$ cat src/rtl/com_bus_arbiter.sv
// com_bus_arbiter: round-robin owner arbitration for the shared snoop bus, with
// one turnaround cycle between owners and a tenure limit that revokes long grants.
module com_bus_arbiter #(
    parameter int NUM_REQ  = 8,
    parameter int IDX_W    = 3,
    parameter int MAX_HOLD = 64,
    parameter int HOLD_W   = 7
) (
    input  logic               clk,
    input  logic               rst_n,
    input  logic [NUM_REQ-1:0] Com_Bus_Req,
    output logic [NUM_REQ-1:0] Com_Bus_Gnt,
    output logic               Gnt_valid,
    output logic [IDX_W-1:0]   Gnt_owner,
    output logic               Hold_timeout
);
    typedef enum logic [1:0] {IDLE, GRANT, RELEASE} state_t;

    localparam logic [HOLD_W-1:0] HOLD_LAST = HOLD_W'(MAX_HOLD - 1);

    state_t               state_q, state_d;
    logic [NUM_REQ-1:0]   gnt_q, gnt_d;
    logic                 valid_q, valid_d;
    logic [IDX_W-1:0]     owner_q, owner_d;
    logic                 timeout_q, timeout_d;
    logic [IDX_W-1:0]     ptr_q, ptr_d;
    logic [HOLD_W-1:0]    hold_q, hold_d;
    logic                 found;
    logic [IDX_W-1:0]     win;
    logic [IDX_W-1:0]     ptr_next;
    int                   idx;

    // Scan from the highest offset down so the requester closest to ptr is written last.
    always_comb begin
        found = 1'b0;
        win   = '0;
        idx   = 0;
        for (int k = NUM_REQ - 1; k >= 0; k--) begin
            idx = int'(ptr_q) + k;
            if (idx >= NUM_REQ) idx = idx - NUM_REQ;
            if (Com_Bus_Req[idx]) begin
                found = 1'b1;
                win   = IDX_W'(idx);
            end
        end
    end

    assign ptr_next = (owner_q == IDX_W'(NUM_REQ - 1)) ? '0 : owner_q + 1'b1;

    always_comb begin
        state_d   = state_q;
        gnt_d     = gnt_q;
        owner_d   = owner_q;
        timeout_d = 1'b0;
        ptr_d     = ptr_q;
        hold_d    = hold_q;
        case (state_q)
            GRANT: begin
                hold_d = hold_q + 1'b1;
                if (!Com_Bus_Req[owner_q] || (MAX_HOLD != 0 && hold_q == HOLD_LAST)) begin
                    state_d   = RELEASE;
                    gnt_d     = '0;
                    ptr_d     = ptr_next;
                    timeout_d = Com_Bus_Req[owner_q];
                end
            end
            default: begin
                state_d = found ? GRANT : IDLE;
                gnt_d   = found ? (NUM_REQ'(1) << win) : '0;
                owner_d = found ? win : owner_q;
                hold_d  = found ? '0 : hold_q;
            end
        endcase
        valid_d = |gnt_d;
    end

    always_ff @(posedge clk) begin
        if (!rst_n) begin
            state_q   <= IDLE;
            gnt_q     <= '0;
            valid_q   <= 1'b0;
            owner_q   <= '0;
            timeout_q <= 1'b0;
            ptr_q     <= '0;
            hold_q    <= '0;
        end else begin
            state_q   <= state_d;
            gnt_q     <= gnt_d;
            valid_q   <= valid_d;
            owner_q   <= owner_d;
            timeout_q <= timeout_d;
            ptr_q     <= ptr_d;
            hold_q    <= hold_d;
        end
    end

    assign Com_Bus_Gnt  = gnt_q;
    assign Gnt_valid    = valid_q;
    assign Gnt_owner    = owner_q;
    assign Hold_timeout = timeout_q;
endmodule

$ cat config.mk
export PLATFORM = sky130hd
export DESIGN_NAME = com_bus_arbiter
export DESIGN_NICKNAME = d
export VERILOG_FILES = /design/src/rtl/com_bus_arbiter.sv
export SDC_FILE = /design/constraint.sdc
export NUM_CORES = 1
export LEC_CHECK = 0
export ABC_AREA = 1
export BUFFER_PORTS_ARGS = -buffer_cell sky130_fd_sc_hd__buf_4
export CORE_UTILIZATION = 32
export DETAILED_ROUTE_END_ITERATION = 10
export SETUP_SLACK_MARGIN = 0.02
export SYNTH_ARGS = -nofsm -noshare
export SYNTH_HDL_FRONTEND = slang
export SYNTH_SLANG_ARGS = --single-unit
export TNS_END_PERCENT = 20
$ cat constraint.sdc
create_clock -name clk -period 2.2 [get_ports clk]
set_input_delay 0.11 -clock clk [delete_from_list [all_inputs] [get_ports clk]]
set_output_delay 0.11 -clock clk [all_outputs]
set_load 0.02 [all_outputs]
Word-level counts from Yosys, hierarchy flattened
Cells that the tools add are included.

Bits in registers: 25. Bits in latches: 0. Memory bits (writable): 0. Bits in read-only memories: 0. Input bits: 10. Output and inout port bits: 13. Logic and storage cells: 113. Memories kept: 0.

Add/subtract/negate cells: 17. Multipliers: 0. Div/mod/pow operators: 0. $lt $le $gt $ge: 17. Eq/ne operators: 4. Shift-type cells: 1. Mux-type cells: 59. Bitwise gates (word level): 1. Reductions and logical operators: 7.

Operators by type and width (number): 32-bit by 5-bit < comparator with 1-bit output (second input constant) (8); 32-bit 2-to-1 mux (8); 4-bit by 4-bit subtractor with 5-bit output (second input constant) (7); 4-bit greater-or-equal comparator (second input constant) (7); 1-bit binary-select mux with 3-bit select (9); 3-bit 2-to-1 mux (9); 1-bit 2-to-1 mux (26); 8-bit 2-to-1 mux (3); 3-bit by 3-bit adder with 4-bit output (second input constant) (4); 7-bit 2-to-1 mux (2); 3-bit by 2-bit adder with 4-bit output (second input constant) (2); 8-bit OR reduction (1); 1-bit by 3-bit << shifter with 8-bit output (first input constant) (1); 7-bit by 1-bit adder with 7-bit output (second input constant) (1); 7-bit by 6-bit == test with 1-bit output (second input constant) (1); 3-bit by 4-bit subtractor with 5-bit output (second input constant) (1); 3-bit by 1-bit adder with 4-bit output (second input constant) (1); 3-bit by 4-bit greater-or-equal comparator with 1-bit output (second input constant) (1); 3-bit by 4-bit < comparator with 1-bit output (second input constant) (1); 2-bit 2-to-1 mux (2); 2-bit AND reduction (2); 3-bit by 1-bit adder with 3-bit output (second input constant) (1); 3-bit == test (second input constant) (1); 3-bit AND reduction (1); other kinds (6) (6).

Depth between registers and ports, before layout
Word-level depth: 18. Depth in mapped cells: 25. Mapped depth without buffers: 24.

Worst setup path before layout
No wires, ideal clock.

Path type: register to register. Start: register ptr_q[1]. End: register valid_q (netlist: Gnt_valid). Setup time: 0.128 ns. Arrival time: 2.257 ns. Data required time: 2.072 ns. Path slack: -0.185 ns. Stages on the path, launching flop included: 21. Path buffers: 2. Period minus slack after synthesis: 2.385 ns. Path through: dfxtp_1 buf_6 inv_4 ha_1 buf_6 inv_1 nand3_1 nand3_4 nand2_4 nor3_2 nand2_2 nand2_4 inv_4 nand2_2 a21oi_4 nand3_1 nand2_1 nor2_1 nand2_1 nor2_1 nor2_1.

Word-level cells in the longest chain between the ends: 18. Elaborated cells on any way between the ends: 75. Classes of those cells: add/sub (15); order compare (8); shift (1); mux (50); reduce/logical (1).

Ends and longest elaborated chain: start, declared (line 26) `logic [IDX_W-1:0] ptr_q, ptr_d;`; start signal, assigned (line 92) `ptr_q <= ptr_d;`; 3-bit by 3-bit adder with 4-bit output (line 39) `idx = int'(ptr_q) + k;`; 4-bit by 4-bit subtractor with 5-bit output / 4-bit greater-or-equal comparator (equally long branches) (line 40) `if (idx >= NUM_REQ) idx = idx - NUM_REQ;`; 32-bit 2-to-1 mux (line 40); 1-bit binary-select mux with 3-bit select (line 41) `if (Com_Bus_Req[idx]) begin`; 1-bit 2-to-1 mux (not written as such) (2 in series) (line 41); 3-bit 2-to-1 mux (8 in series) (line 41); 1-bit by 3-bit << shifter with 8-bit output (line 69) `gnt_d = found ? (NUM_REQ'(1) << win) : '0;`; 8-bit 2-to-1 mux (*) (line 69); 8-bit 2-to-1 mux (*) (line 57) `case (state_q)`; 8-bit OR reduction (*) (line 74) `valid_d = |gnt_d;`; end signal, assigned (line 89) `valid_q <= valid_d;`; end, declared (line 23) `logic valid_q, valid_d;`.

Every way passes the cells marked *; elsewhere a longest branch is shown, timed or not. The select of a mux whose other input is x is not followed. A chain may end at the register's enable or synchronous reset.

Final worst setup path
Same ends and word-level chain as after synthesis.

==> qor.txt <==
Status -> finished, violations left
Failing checks -> negative setup slack
# rows -> 27
CP Data Arrival Time -> 2.44 ns
Final cell count without fillers -> 422
RSZ-0062 raised after global routing -> true
Startpoint types -> flip-flop
Largest area contributor in the synthesized netlist -> dfxtp_1
Slowest cell on crit path -> dfxtp_4
Final critical-path share of the clock period -> 1.04
Final instance area -> 2670 sq um
DR pass1 iterations -> 4
Layout Nets -> 366
Vias per inst -> 4.90
Initial Util -> 0.338
Syn Inst Count -> 298
Antenna Violating Nets Remaining -> 0
Pwr/cell area -> 1550 nW/um^2
Diode count -> 0
Dpl cell area -> 2430 sq um
Slew Limit Headroom -> 0.717
Avg WL per Cell -> 12.2 um
Critical R2R Launch -> ptr_q[1]$_SDFFE_PN0P_
Dpl hpwl -> 4050 um
Setup slack, reg-to-reg -> -0.09 ns
Die area -> 6280 sq um
Reg clk slew, reported paths -> 0.09 ns
Crit path launch -> ptr_q[1]$_SDFFE_PN0P_
Yosys cell types -> 31
GRT Util Overall -> 0.170
Slew Viols, Final -> 0
Drt drc -> 0
Worst-Margin Slew -> 0.424 ns
Fin. Hold Viols -> 0
Largest net degree at the start of global routing -> 15
Root buffer cell -> clkbuf_8
CTS tree -> built
Yosys top cell area share -> 0.262
TritonCTS buffer count -> 3
Leakage -> 1.25 nW
Syn_area_per_cell -> 6.40 sq um
Worst stage delay on the critical path -> 0.39 ns
GP Congestion -> 0.930
Total number of vias -> 2067
Clk_skew -> 0.00213 ns
Count of state elements after synthesis -> 25
Area Growth Syn to Fin -> 40.0%
Critical Path Sink Type -> flip-flop
Netlist Area Pre-Place -> 1910 sq um
Clock sink total -> 25
Vias in the first global route -> 1934
IO Count -> 23
Maxcap violations -> 0
Hold Crit Class -> input port to flip-flop
WL final -> 5130 um
Max VDD drop -> 0.914 mV
Die height -> 79.2 um
Worst-Skew Late Latency -> 0.27 ns
Count of final setup violators -> 8
CP Data Required Time -> 2.35 ns
Synth area leaders -> dfxtp_1 26%, nand2_1 17%, nand3_1 9.7%
Layout cell share with drive strength beyond 1 -> 0.371
First-pass GRT wire length -> 8530 um
Worst-path cell chain -> inv_6 -> ha_4 -> inv_8 -> nand3_4 -> nand3_4 -> nand2_4 -> inv_2 -> nand2_2 -> nand2_1 -> nand2_1 -> nand2_1 -> nand2_1 -> nand2_1 -> nand2_2 -> nand2_4 -> buf_6 -> nand3_4 -> nand2_2 -> nor2_2 -> nand2_1 -> nor2_1 -> nor2_1
Fmax -> 436 MHz
CP dominant cell by count -> nand2_1
Clock period minus worst slack -> 2.29 ns
Syn. warnings -> 0
Critical path class -> flip-flop to flip-flop
Die W -> 79.2 um
Worst Path Max Fanout -> 7
GR Overflow Total -> 0
Max clock buf depth -> 2
H-Tree Depth -> 1
Core area -> 5640 sq um
Syn_nets -> 313
Beginning of the worst hold path -> rst_n
DP Cell Count -> 415
Post-synthesis sequential area ratio -> 0.262
# hold bufs at CTS -> 0
Initial antenna violation count -> 0
Final setup margin -> -0.0950 ns
Number of DRC markers in iteration 0 -> 62
PortBufs -> 22
## flip-flops by register name (all words and copies together) (netlist names)
register,flops
state_q,2
Gnt_owner,3
ptr_q,3
Com_Bus_Gnt,8
Gnt_valid,1
hold_q,7
Hold_timeout,1
## power breakdown
group	total (mW)	internal (mW)	switching (mW)
combinational	3.22	1.30	1.92
sequential	0.659	0.564	0.0950
clock	0.273	0.130	0.144
total	4.15	2.00	2.15
## cell usage after synthesis (all sizes together)
master  instances
inv            35
nand3          45
o32ai           2
o21bai          1
nand2         106
ha              5
o21ai          10
xnor2           2
buf             3
clkinv          1
xor2            1
nand3b          2
nor2b           1
nor4            1
dfxtp          25
clkbuf          1
nand4           2
nor2           29
a21oi          20
nor3            5
mux2            1
## layout by cell type, fill, tap and decap left out, types with 2 or more instances in the layout
cell type and count:
a21oi_1 17, a21oi_4 2, buf_4 51, clkbuf_8 3, dfxtp_1 23, dfxtp_4 2, ha_1 4, inv_1 27
inv_2 4, inv_4 2, nand2_1 81, nand2_2 18, nand2_4 7, nand3_1 17, nand3_2 14, nand3_4 14
nand3b_1 2, nand4_1 2, nor2_1 27, nor2_2 2, nor3_1 3, nor3_2 2, o21ai_0 9, o32ai_1 2
xnor2_1 2
## routing by layer
layer	share of wire	vias up	GRT usage
li1	-	1069	-
met3	0.019	13	0.0103
met1	0.47	945	0.217
met2	0.48	40	0.299
met5	0	-	0
met4	0.028	0	0.0618
## worst paths after layout
check	to	cells past startpoint
worst max register to register	Gnt_valid$_SDFF_PN0_	22
worst max-delay path	Gnt_valid$_SDFF_PN0_	22
worst min-delay path	Gnt_owner[2]$_SDFFE_PN0P_	3
worst min register to register	Com_Bus_Gnt[6]$_SDFF_PN0_	2
## final cells by class
cell class / instances / area (sq um)
well taps: 72 / 90.1
clock buffers: 4 / 45.0
fillers: 559 / 2970
repair buffers: 52 / 394
inverters: 36 / 158
multi-input cells: 233 / 1480
flip-flops and latches: 25 / 508
## repair_timing
item / in CTS / in global routing
gates resized for setup: 20 / 16
setup buffers: 3 / 0
endpoints found under the setup margin: 9 / 14
pin swaps: 12 / 17
## logic make-up (layout without fill, tap and decap cells)
group | Yosys count | after routing | share of synthesized area
compound gates | 33 | 33 | 0.104
xor+xnor | 3 | 3 | 0.0138
fa+ha+maj | 5 | 5 | 0.0328
buf+inv | 40 | 92 | 0.0957
flops | 25 | 25 | 0.262
mux | 1 | 1 | 0.00590
simple gates | 191 | 191 | 0.486
## stage by stage
step	setup slack (ns)	hold slack, ns	util	power [mW]	setup TNS (ns)
after floorplan	0.00870	0.248	-	2.66	0
after global placement	-0.129	0.415	0.432	3.48	-0.265
after detailed placement	-0.182	0.411	0.432	3.48	-0.583
after CTS	-0.0725	0.126	0.458	3.96	-0.110
after global routing	-0.288	0.166	0.473	4.52	-1.77
final	-0.0950	0.123	0.473	4.15	-0.217
## critical path, delay by kind of cell, from the launching register on
family                   cells  cell delay [ns]
AND/OR/NAND/NOR             17             1.12
adder cells (fa/ha/maj)      1             0.38
buffers and inverters        4             0.28
flip-flops                   1             0.39
(Power assumes the default switching activity.)
